===== config.mk =====
export PLATFORM = sky130hd
export DESIGN_NAME = dtl_console_uart_tx_flat
export DESIGN_NICKNAME = d
export VERILOG_FILES = /design/src/rtl/dtl_console_uart_tx_if.sv /design/src/rtl/dtl_console_uart_tx.sv /design/src/flat_wrapper.sv
export SDC_FILE = /design/constraint.sdc
export NUM_CORES = 1
export LEC_CHECK = 0
export ABC_AREA = 1
export CAP_MARGIN = 10
export CORE_ASPECT_RATIO = 1.4
export CORE_MARGIN = 2
export CORE_UTILIZATION = 25
export DETAILED_ROUTE_END_ITERATION = 8
export GPL_ROUTABILITY_DRIVEN = 0
export PLACE_DENSITY = 0.42
export SLEW_MARGIN = 20
export SYNTH_ARGS = -nofsm -noshare
export SYNTH_HDL_FRONTEND = slang
export SYNTH_SLANG_ARGS = --single-unit

===== constraint.sdc =====
create_clock -name iClk -period 5 [get_ports iClk]
set_clock_uncertainty 0.2 [all_clocks]
set_input_delay 1 -clock iClk [delete_from_list [all_inputs] [get_ports iClk]]
set_output_delay 1 -clock iClk [all_outputs]
set_load 0.05 [all_outputs]

===== src/rtl/dtl_console_uart_tx_if.sv =====
// Write-side sideband of the DTL console port as seen by the UART serializer.
// The master drives one word per cycle with per-lane byte enables; there is no
// stall signal, so the slave must accept or drop every offered word.
interface dtl_console_uart_tx_if #(
    parameter int unsigned INTERFACE_WIDTH       = 32,
    parameter int unsigned INTERFACE_NUM_ENABLES = INTERFACE_WIDTH / 8
);
    logic                             writeValid;
    logic [INTERFACE_WIDTH-1:0]       writeData;
    logic [INTERFACE_NUM_ENABLES-1:0] writeEnable;

    modport master (
        output writeValid,
        output writeData,
        output writeEnable
    );

    modport slave (
        input writeValid,
        input writeData,
        input writeEnable
    );
endinterface


===== src/rtl/dtl_console_uart_tx.sv =====
// Console output serializer: buffers DTL console words in a small FIFO and
// sends every enabled byte, lane 0 first, on an 8N1 UART line.
module dtl_console_uart_tx #(
    parameter int unsigned INTERFACE_WIDTH       = 32,
    parameter int unsigned INTERFACE_NUM_ENABLES = INTERFACE_WIDTH / 8,
    parameter int unsigned FIFO_DEPTH            = 8,
    parameter int unsigned CLKS_PER_BIT          = 434
) (
    input  logic                              iClk,
    input  logic                              iReset,
    dtl_console_uart_tx_if.slave              wr,
    input  logic                              iOverflowClear,
    output logic                              oTx,
    output logic                              oBusy,
    output logic                              oOverflow,
    output logic [$clog2(FIFO_DEPTH+1)-1:0]   oFifoLevel
);

    localparam int unsigned PtrW   = $clog2(FIFO_DEPTH);
    localparam int unsigned LevelW = $clog2(FIFO_DEPTH + 1);
    localparam int unsigned LaneW  = (INTERFACE_NUM_ENABLES > 1) ?
                                     $clog2(INTERFACE_NUM_ENABLES) : 1;
    localparam int unsigned BaudW  = $clog2(CLKS_PER_BIT);

    localparam logic [LevelW-1:0] LevelFull = LevelW'(FIFO_DEPTH);
    localparam logic [LaneW-1:0]  LaneLast  = LaneW'(INTERFACE_NUM_ENABLES - 1);
    localparam logic [BaudW-1:0]  BaudLast  = BaudW'(CLKS_PER_BIT - 1);

    typedef enum logic [2:0] {
        StIdle,
        StLane,
        StStart,
        StData,
        StStop
    } state_e;

    // ------------------------------------------------------------------
    // Word FIFO
    // ------------------------------------------------------------------
    logic [INTERFACE_WIDTH-1:0]       dataMem [FIFO_DEPTH];
    logic [INTERFACE_NUM_ENABLES-1:0] enMem   [FIFO_DEPTH];
    logic [PtrW-1:0]                  wrPtr;
    logic [PtrW-1:0]                  rdPtr;
    logic [LevelW-1:0]                level;
    logic                             overflow;

    logic fifoFull;
    logic fifoEmpty;
    logic push;
    logic drop;
    logic pop;

    state_e state;

    assign fifoFull  = (level == LevelFull);
    assign fifoEmpty = (level == '0);
    // Fullness is judged on the registered level, so a same-cycle pop never
    // makes room for the incoming word.
    assign push      = wr.writeValid && !fifoFull;
    assign drop      = wr.writeValid && fifoFull;
    assign pop       = (state == StIdle) && !fifoEmpty;

    // Storage array: written on push only, no reset needed.
    always_ff @(posedge iClk) begin
        if (push) begin
            dataMem[wrPtr] <= wr.writeData;
            enMem[wrPtr]   <= wr.writeEnable;
        end
    end

    // Pointers and occupancy; pointers wrap naturally since depth is a power of two.
    always_ff @(posedge iClk or negedge iReset) begin
        if (!iReset) begin
            wrPtr <= '0;
            rdPtr <= '0;
            level <= '0;
        end else begin
            if (push) begin
                wrPtr <= wrPtr + PtrW'(1);
            end
            if (pop) begin
                rdPtr <= rdPtr + PtrW'(1);
            end
            unique case ({push, pop})
                2'b10:   level <= level + LevelW'(1);
                2'b01:   level <= level - LevelW'(1);
                default: level <= level;
            endcase
        end
    end

    // Sticky drop flag; a drop wins over a same-cycle clear.
    always_ff @(posedge iClk or negedge iReset) begin
        if (!iReset) begin
            overflow <= 1'b0;
        end else if (drop) begin
            overflow <= 1'b1;
        end else if (iOverflowClear) begin
            overflow <= 1'b0;
        end
    end

    // ------------------------------------------------------------------
    // Lane walker and 8N1 serializer
    // ------------------------------------------------------------------
    logic [INTERFACE_WIDTH-1:0]       wordReg;
    logic [INTERFACE_NUM_ENABLES-1:0] enReg;
    logic [LaneW-1:0]                 lane;
    logic [7:0]                       shiftReg;
    logic [BaudW-1:0]                 baudCnt;
    logic [2:0]                       bitCnt;
    logic                             txReg;

    logic       laneIsLast;
    logic       laneEnabled;
    logic [7:0] laneByte;
    logic       baudDone;

    assign laneIsLast  = (lane == LaneLast);
    assign laneEnabled = enReg[lane];
    assign laneByte    = wordReg[8*lane +: 8];
    assign baudDone    = (baudCnt == BaudLast);

    // Frame sequencer: pops words, skips disabled lanes and drives the line register.
    always_ff @(posedge iClk or negedge iReset) begin
        if (!iReset) begin
            state    <= StIdle;
            wordReg  <= '0;
            enReg    <= '0;
            lane     <= '0;
            shiftReg <= '0;
            baudCnt  <= '0;
            bitCnt   <= '0;
            txReg    <= 1'b1;
        end else begin
            unique case (state)
                StIdle: begin
                    baudCnt <= '0;
                    bitCnt  <= '0;
                    txReg   <= 1'b1;
                    if (!fifoEmpty) begin
                        wordReg <= dataMem[rdPtr];
                        enReg   <= enMem[rdPtr];
                        lane    <= '0;
                        state   <= StLane;
                    end
                end
                StLane: begin
                    baudCnt <= '0;
                    bitCnt  <= '0;
                    if (laneEnabled) begin
                        shiftReg <= laneByte;
                        txReg    <= 1'b0;
                        state    <= StStart;
                    end else if (laneIsLast) begin
                        state <= StIdle;
                    end else begin
                        lane <= lane + LaneW'(1);
                    end
                end
                StStart: begin
                    if (baudDone) begin
                        baudCnt <= '0;
                        bitCnt  <= '0;
                        txReg   <= shiftReg[0];
                        state   <= StData;
                    end else begin
                        baudCnt <= baudCnt + BaudW'(1);
                    end
                end
                StData: begin
                    if (baudDone) begin
                        baudCnt <= '0;
                        if (bitCnt == 3'd7) begin
                            bitCnt <= '0;
                            txReg  <= 1'b1;
                            state  <= StStop;
                        end else begin
                            // Present the next bit while shifting it into position 0.
                            bitCnt   <= bitCnt + 3'd1;
                            shiftReg <= shiftReg >> 1;
                            txReg    <= shiftReg[1];
                        end
                    end else begin
                        baudCnt <= baudCnt + BaudW'(1);
                    end
                end
                StStop: begin
                    if (baudDone) begin
                        baudCnt <= '0;
                        bitCnt  <= '0;
                        if (laneIsLast) begin
                            state <= StIdle;
                        end else begin
                            lane  <= lane + LaneW'(1);
                            state <= StLane;
                        end
                    end else begin
                        baudCnt <= baudCnt + BaudW'(1);
                    end
                end
                default: begin
                    state <= StIdle;
                    txReg <= 1'b1;
                end
            endcase
        end
    end

    assign oTx        = txReg;
    assign oBusy      = (state != StIdle) || !fifoEmpty;
    assign oOverflow  = overflow;
    assign oFifoLevel = level;

endmodule

===== src/flat_wrapper.sv =====
// flat-port wrapper written by rule: the top's interface ports become plain ports
module dtl_console_uart_tx_flat 
#(
    parameter int unsigned INTERFACE_WIDTH       = 32,
    parameter int unsigned INTERFACE_NUM_ENABLES = INTERFACE_WIDTH / 8,
    parameter int unsigned FIFO_DEPTH            = 8,
    parameter int unsigned CLKS_PER_BIT          = 434
)
  (iClk, iReset, iOverflowClear, oTx, oBusy, oOverflow, oFifoLevel, wr_writeValid, wr_writeData, wr_writeEnable);
  dtl_console_uart_tx_if #(.INTERFACE_WIDTH(INTERFACE_WIDTH), .INTERFACE_NUM_ENABLES(INTERFACE_NUM_ENABLES)) wr_i ();
  input  logic iClk;
  input  logic iReset;
  input  logic iOverflowClear;
  output logic oTx;
  output logic oBusy;
  output logic oOverflow;
  output logic [$clog2(FIFO_DEPTH+1)-1:0] oFifoLevel;
  input wire logic [$bits(wr_i.writeValid)-1:0] wr_writeValid;
  input wire logic [$bits(wr_i.writeData)-1:0] wr_writeData;
  input wire logic [$bits(wr_i.writeEnable)-1:0] wr_writeEnable;
  assign wr_i.writeValid = wr_writeValid;
  assign wr_i.writeData = wr_writeData;
  assign wr_i.writeEnable = wr_writeEnable;
  dtl_console_uart_tx #(.INTERFACE_WIDTH(INTERFACE_WIDTH), .INTERFACE_NUM_ENABLES(INTERFACE_NUM_ENABLES), .FIFO_DEPTH(FIFO_DEPTH), .CLKS_PER_BIT(CLKS_PER_BIT)) u_core (.iClk(iClk), .iReset(iReset), .wr(wr_i), .iOverflowClear(iOverflowClear), .oTx(oTx), .oBusy(oBusy), .oOverflow(oOverflow), .oFifoLevel(oFifoLevel));
endmodule

Word-level counts from Yosys, hierarchy flattened --
Memories as Yosys holds them, arrays and structs flattened. A register that Yosys moved wholly into a read port is not among the register bits. Cells that the tools add are included.
Storage, ports and cells: logic and storage cells 105, memories kept 2, output and inout port bits 7, bits in writable memories 288, input port bits 40, register bits after elaboration 37
Memories:
- u_core.dataMem | words 8, bits a word 32, read ports 1, clocked after Yosys merged registers in 1, wr ports 1, RTL line dtl_console_uart_tx.sv:40 | logic [INTERFACE_WIDTH-1:0] dataMem [FIFO_DEPTH];
- u_core.enMem | words 8, bits a word 4, read ports 1, clocked after Yosys merged registers in 1, wr ports 1, RTL line dtl_console_uart_tx.sv:41 | logic [INTERFACE_NUM_ENABLES-1:0] enMem [FIFO_DEPTH];
Cells by class: add/subtract/negate cells 7, bitwise gates (word level) 2, multiplexer cells 36, shifts and indexed selects 1, magnitude comparators 1, reduce and logical (&&, ||, !) cells 26, eq/ne operators 20
Operator list (count):
- indexed part select 32 x 6 -> 8 bit | 1
- two-way mux 3 bit | 10
- two-way mux 8 bit | 3
- one-hot mux 9 bit (2 select lines) | 1
- one-hot mux 8 bit (2 select lines) | 1
- one-hot mux 3 bit (5 select lines) | 1
- inequality test 2 x 1 -> 1 bit (second input constant) | 6
- AND reduction 4 bit | 3
- two-way mux 1 bit | 10
- adder 3 x 1 -> 3 bit (second input constant) | 3
- adder 9 x 1 -> 9 bit (second input constant) | 1
- == test 9 bit (second input constant) | 1
- two-way mux 9 bit | 1
- one-hot mux 3 bit (3 select lines) | 1
- nonzero test 3 bit | 3
- two-way mux 2 bit | 4
- one-hot mux 4 bit (2 select lines) | 1
- nonzero test 2 bit | 4
- == test 3 x 2 -> 1 bit (second input constant) | 2
- == test 3 bit (second input constant) | 2
- inequality test 2 bit (second input constant) | 3
- one-hot mux 2 bit (3 select lines) | 1
- AND reduction 6 bit | 1
- adder 4 x 1 -> 4 bit (second input constant) | 1
- other kinds (20) | 28

Longest topological paths before layout --
Gate-level depths: netlist of the first run.
word-level depth 5, depth in mapped cells 16, mapped depth without buffers 14

Worst setup path before layout of the first run --
No wires, ideal clock.
path type in2reg, start input port wr_writeValid, end memory u_core.dataMem[0][0] (enable), path buffers 0, required time 4.371 ns, path slack 1.418 ns, stages on the path 3, arrival 2.953 ns, cells stage by stage nand2_1 > or2_2 > nor2_1
On the way: longest elaborated chain between the ends 3
Ends and longest elaborated chain:
- start: declaration | RTL line flat_wrapper.sv:18 | input wire logic [$bits(wr_i.writeValid)-1:0] wr_writeValid;
- logical AND 1 bit | RTL line dtl_console_uart_tx.sv:59 | assign push = wr.writeValid && !fifoFull;
- two-way mux 1 bit | RTL line dtl_console_uart_tx.sv:65 | if (push) begin
- two-way mux 1 bit (not written as such) | RTL line dtl_console_uart_tx.sv:66 | dataMem[wrPtr] <= wr.writeData;
- end: declaration | RTL line dtl_console_uart_tx.sv:40
No other way between the ends.

Worst setup path after layout of the first run --
start register u_core.state[0], end output port oBusy
On the way: longest elaborated chain between the ends 2
Ends and longest elaborated chain:
- start: declaration | RTL line dtl_console_uart_tx.sv:53 | state_e state;
- start signal: assignment | RTL line dtl_console_uart_tx.sv:127 | state <= StIdle;
- start signal: assignment | RTL line dtl_console_uart_tx.sv:145 | state <= StLane;
- start signal: assignment | RTL line dtl_console_uart_tx.sv:154 | state <= StStart;
- nonzero test 3 bit | RTL line dtl_console_uart_tx.sv:211 | assign oBusy = (state != StIdle) || !fifoEmpty;
- logical OR 1 bit | RTL line dtl_console_uart_tx.sv:211
- end: declaration | RTL line flat_wrapper.sv:15 | output logic oBusy;
No other way between the ends.

==> impl_metrics.ini, run 1 <==
[global_routing]
grt_pass1_vias = 9632
groute.usage.overall_pct = 12.6
grt-ovfl-total = 0
grt_max_degree = 110
antenna_found_initial = 0
grt_pass1_wl_mm = 58.9

[cts]
numClockSinks = 361
cts_max_level = 2
cts-root-buf = clkbuf_16
cts_setup_buffers = 0
worst_skew_pair.late_latency_ns = 0.57
cts_tree = done
clock_path_buffers = 3
hold_buffers = 0
cts_resized = 0
clk_pin_slew_ns = 0.06
cts-buffers-inserted = 39

[synthesis]
netlist_area_mm2 = 0.0149
synth_common_cells = 288 x edfxtp_1, 200 x nand2_1, 171 x nor2_1, 155 x o21ai_0, 79 x nand3_1
ys_warn_count = 0
async_flop_share_pct = 20.2
synth_edf_count = 288
synth_seq_cells = 361
syn_nets = 1326
synth.most_common_cell = edfxtp_1
syn-mean-instance-area_um2 = 11.7
netlist.area_leader.share_pct = 58.0
synth.largest_area_cell = edfxtp_1
yosysUniqueCellTypes = 37
synthCells = 1276
synthFlopType = edfxtp_1
netlist_top_cells_area = edfxtp_1 58%, dfrtp_1 12%, o21ai_0 5.2%
synth-seq-area-share_pct = 70.3

[timing]
relSlewSlack_pct = 32.4
rsz0062_at_grt = no
fmaxAchievable_mhz = 283
whs_ns = 0.219
final_hold_viol_count = 0
fin_tns_setup_ns = 0
worstMarginPinSlew_ns = 1.01
setup_viol = 0
finalCritPeriodShare_pct = 70.6
drv_slew = 0
period_needed_ns = 3.53

[die]
num_rows = 105
coreArea_mm2 = 0.0587
dieArea_mm2 = 0.0616
num_io_pins = 47
die_h_um = 293
die_w_um = 210
start_util_pct = 25.4

[power_and_ir_drop]
swShare_pct = 37.2
cellPowerDensity_mw_per_mm2 = 586
p_leak_nw = 6.22
p_int_w = 0.00639
p_comb_share_pct = 29.6
seqPwrFrac_pct = 43.1
peakVddDrop_mv = 0.255
p_sw_w = 0.00378
pwr-share-clk_pct = 27.3

[placed_design]
hpwl_mm = 21.6
place_area_mm2 = 0.0162
numPortBuffers = 46

[routing]
dr.pass1.iters = 5
vias = 9376
wl_per_cell_um = 18.2
drt-total-wl_mm = 38.1
ant_nets = 0
drt_iter0_markers = 683
vias_per_cell = 4.49
drc = 0

[run]
cap_violations = 0

[setup_path]
reg2reg_to = u_core.wordReg[19]$_DFFE_PN0P_
cp_max_fo = 8
startpoint_type = register
worstPathArrival_ns = 2.33
crit_required_ns = 3.80
r2r_slack_ns = 2.19
r2r_start = u_core.rdPtr[0]$_DFFE_PN0P_
crit_type = register to output port
worst_setup_path_end_kind = output port
reg2reg_depth = 7

[cells_and_area]
syn_to_final_growth_pct = 16.5
antenna_cells = 0
final_util_pct = 29.6
finalNetCount = 1363
post-route-cell-area_mm2 = 0.0174
drive_gt1_share_pct = 7.69

[outcome]
status = finished, final reports clean

[worst_hold_path]
hold_class = primary input to async pin
## power by group through the flow
stage / clock (W) / sequential [W] / combinational (W)
5_1_grt: 0.00296 / 0.00447 / 0.00346
3_5_place_dp: 0 / 0.00445 / 0.00310
2_1_floorplan: 0 / 0.00420 / 0.00231
6_report: 0.00277 / 0.00438 / 0.00301
3_3_place_gp: 0 / 0.00444 / 0.00308
4_1_cts: 0.00285 / 0.00439 / 0.00311
## through the flow
stage / setup slack, ns / power, W / std cells
floorplan: 1.42 / 0.00651 / 1276
global placement: 1.38 / 0.00751 / 2021
detailed placement: 1.32 / 0.00755 / 2021
CTS: 1.44 / 0.0104 / 2089
global route: 1.31 / 0.0109 / 2089
finish: 1.47 / 0.0102 / 2089
## layer usage
layer | GRT usage [%] | wire length (um)
met1 | 15.2 | 16200
met2 | 22.6 | 19800
met3 | 2.04 | 1180
met4 | 4.12 | 933
met5 | 0 | 0
## cell usage in the layout, fill, tap and decap left out, types with 2 or more instances in the layout
master and n:
edfxtp_1 288, nand2_1 200, nor2_1 163, o21ai_0 155, nand3_1 79, o211ai_1 72, dfrtp_1 70, inv_1 66
clkdlybuf4s50_1 45, a21oi_1 41, clkbuf_16 39, buf_4 16, clkbuf_1 11, ha_1 10, nor2_4 9, xor2_1 7
o21ai_1 7, inv_2 6, clkinv_1 6, nand4_1 6, nand2_2 5, o22ai_1 4, clkinv_2 4, clkbuf_8 4
nor3_1 3, buf_12 3, nand3_2 2, nand2_4 2, clkinv_8 2, dfrtp_4 2
## how the worst max path moves through the flow
stage | from | end
after floorplan | wr_writeValid | u_core.dataMem[0][0]$_DFFE_PP_
after global placement | wr_writeValid | u_core.dataMem[7][26]$_DFFE_PP_
after detailed placement | wr_writeValid | u_core.enMem[7][0]$_DFFE_PP_
after CTS | u_core.state[0]$_DFFE_PN0P_ | oBusy
after global routing | u_core.state[0]$_DFFE_PN0P_ | oBusy
final | u_core.state[0]$_DFFE_PN0P_ | oBusy
## critical path, cell delays in order (launching register included)
cell and delay [ns]:
dfrtp_1 0.50, nor2_4 0.18, nand2_1 0.09, nor2_1 0.23
inv_1 0.08, clkdlybuf4s50_1 0.70
## cells by family after synthesis
family,Yosys count,synth area share [%]
buffers and inverters,143,4.48
DFF,361,70.3
xor gates and xnor gates,8,0.470
and+or+nand+nor,473,13.2
adders and majority gates,10,0.840
AOI/OAI and AO/OA,281,10.7
## flip-flops by register name, summed over array words and instances, names as in the netlist, 2 cells and up
name,count
u_core.dataMem,256
u_core.enMem,32
u_core.wordReg,32
u_core.baudCnt,9
u_core.shiftReg,8
u_core.enReg,4
u_core.oFifoLevel,4
u_core.bitCnt,3
u_core.rdPtr,3
u_core.state,3
u_core.wrPtr,3
u_core.lane,2
## cell type report
cell class | count | area, um^2
Fill cell | 5894 | 41400
Sequential cell | 361 | 10500
Multi-Input combinational cell | 772 | 3820
Clock buffer | 54 | 1070
Tap cell | 749 | 937
Timing Repair Buffer | 64 | 631
Inverter | 75 | 292
Clock inverter | 14 | 130
Note: power is estimated with default switching activity, not from simulation.
==> run 2: changes to the inputs <==
--- a/config.mk
+++ b/config.mk
@@ -12,7 +12,7 @@
 export CORE_UTILIZATION = 25
 export DETAILED_ROUTE_END_ITERATION = 8
 export GPL_ROUTABILITY_DRIVEN = 0
-export PLACE_DENSITY = 0.42
+export PLACE_DENSITY = 0.44
 export SLEW_MARGIN = 20
 export SYNTH_ARGS = -nofsm -noshare
 export SYNTH_HDL_FRONTEND = slang
==> constraint.sdc (replaced) <==
create_clock -name iClk -period 2.9 [get_ports iClk]
set_clock_uncertainty 0.2 [all_clocks]
set_input_delay 0.58 -clock iClk [delete_from_list [all_inputs] [get_ports iClk]]
set_output_delay 0.58 -clock iClk [all_outputs]
set_load 0.05 [all_outputs]
==> run 2 against run 1 <==
  * Cell count increased by 1.3%
  * Critical path depth decreased by 4
  * Combinational power increased by 98%
==> impl_metrics.ini, run 2 (synthesis results as in run 1) <==
[die]
num_io_pins = 47
die_w_um = 210
start_util_pct = 25.4
die_h_um = 293
num_rows = 105
dieArea_mm2 = 0.0616
coreArea_mm2 = 0.0587

[setup_path]
crit_required_ns = 2.12
slowest_delay_ns = 0.80
r2r_slack_ns = 0.49
worst_setup_path_end_kind = output port
path_cells = clkdlybuf4s50_1
path_delay_family = buffers and inverters
worstPathArrival_ns = 1.92
crit_type = register to output port
crit_path_top_delay_cell = clkdlybuf4s50_1
startpoint_type = register
cp.buffers_inverters = 1
cp_max_fo = 2

[cts]
clk_pin_slew_ns = 0.06
cts_max_level = 2
clock_path_buffers = 3
numClockSinks = 361
cts-buffers-inserted = 40
cts_tree = done
cts-root-buf = clkbuf_16
worst_skew_pair.late_latency_ns = 0.59
cts_setup_buffers = 0

[timing]
setup_viol = 0
finalCritPeriodShare_pct = 93.1
drv_slew = 0
relSlewSlack_pct = 44.1
fmaxAchievable_mhz = 370
whs_ns = 0.251
final_hold_viol_count = 0
rsz0062_at_grt = no
period_needed_ns = 2.70
worstMarginPinSlew_ns = 0.838
fin_tns_setup_ns = 0

[routing]
vias = 9562
drc = 0
wl_per_cell_um = 18.6
vias_per_cell = 4.52
drt_iter0_markers = 602
ant_nets = 0
dr.pass1.iters = 5
drt-total-wl_mm = 39.3

[power_and_ir_drop]
cellPowerDensity_mw_per_mm2 = 1020
p_leak_nw = 6.41
peakVddDrop_mv = 0.630
p_total_w = 0.0181

[global_routing]
grt_pass1_wl_mm = 59.8
grt-ovfl-total = 0
grt_max_degree = 153
groute.usage.overall_pct = 12.9
antenna_found_initial = 1
grt_pass1_vias = 9821

[cells_and_area]
reg_top3 = u_core.dataMem x256, u_core.enMem x32, u_core.wordReg x32
syn_to_final_growth_pct = 19.7
layout_common_cells = 288 x edfxtp_1, 200 x nand2_1, 163 x nor2_1
regMostFlops = u_core.dataMem
final-instance-count-excl-fill = 2116
drive_gt1_share_pct = 9.22
largest_reg_flops = 256
mostFrequentLayoutCell = edfxtp_1
post-route-cell-area_mm2 = 0.0178
finalNetCount = 1386

[run]
cap_violations = 0

[placed_design]
dp_cells = 2042
place_area_mm2 = 0.0165
numPortBuffers = 46
hpwl_mm = 24.8

[worst_hold_path]
hold_class = primary input to async pin

[outcome]
status = finished, final reports clean
-- run 2: cell types whose count changed in the layout (fill, tap and decap cells not counted), sizes merged --
cell,before,now
buf,19,40
bufinv,1,2
clkbuf,54,56
clkdlybuf4s50,45,44
clkinvlp,0,1
diode,0,1
dlygate4sd3,0,1
inv,75,76
-- run 2: per-stage QoR --
step                util, %  worst slack, ns
CTS                    30.4           0.0125
floorplan                 -           -0.490
finish                 30.4            0.199
detailed placement     28.1           0.0415
global route           30.4            0.114
global placement       28.1           0.0723
-- run 2: path summary, 6_finish.rpt --
check | from | to | depth (start not counted)
max in group asynchronous | iReset | u_core.oTx$_DFFE_PN1P_ | 3
min in group iClk | u_core.wordReg[30]$_DFFE_PN0P_ | u_core.wordReg[30]$_DFFE_PN0P_ | 2
max reg2reg | u_core.state[0]$_DFFE_PN0P_ | u_core.oFifoLevel[3]$_DFFE_PN0P_ | 11
max | u_core.oTx$_DFFE_PN1P_ | oTx | 1
min reg2reg | u_core.wordReg[30]$_DFFE_PN0P_ | u_core.wordReg[30]$_DFFE_PN0P_ | 2
min | iReset | u_core.enReg[3]$_DFFE_PN0P_ | 2
-- run 2: worst register-to-register path, cell delays in order, from the launching register on --
cell,delay [ns]
dfrtp_1,0.49
nor2_4,0.18
nand2_1,0.08
inv_1,0.05
nand2_1,0.07
inv_2,0.06
buf_4,0.46
ha_1,0.40
inv_1,0.13
nand3_1,0.08
nand2_1,0.06
nand2_1,0.04
-- run 2: layout make-up --
class	count	area, um^2
diodes	1	2.50
clock buffers	55	1070
clock inverters	17	225
fillers	5928	40900
inverters	75	292
multi-input cells	772	3820
flip-flops and latches	361	10500
well taps	749	937
repair buffers	86	1010
-- run 2: power by group --
group | leakage (nW) | total [W] | internal [W] | switching, W
Clock | 0.615 | 0.00497 | 0.00281 | 0.00216
Combinational | 2.27 | 0.00595 | 0.00188 | 0.00407
Sequential | 3.52 | 0.00720 | 0.00670 | 0.000500
Total | 6.41 | 0.0181 | 0.0114 | 0.00673
-- run 2: repair_timing --
action                     in CTS  in global routing
hold buffers                    1                  0
setup endpoints to repair       1                  1
hold endpoints to repair       21                  0
resized for setup               1                  2
-- run 2: layer usage --
metal | global-route usage [%] | share of wire [%] | vias up | wire, um
met5 | 0 | 0 | - | 0
met4 | 4.10 | 2.4 | 0 | 936
met3 | 2.16 | 3.2 | 56 | 1240
met2 | 23.2 | 52 | 138 | 20300
met1 | 15.6 | 43 | 4751 | 16800
li1 | - | - | 4617 | -
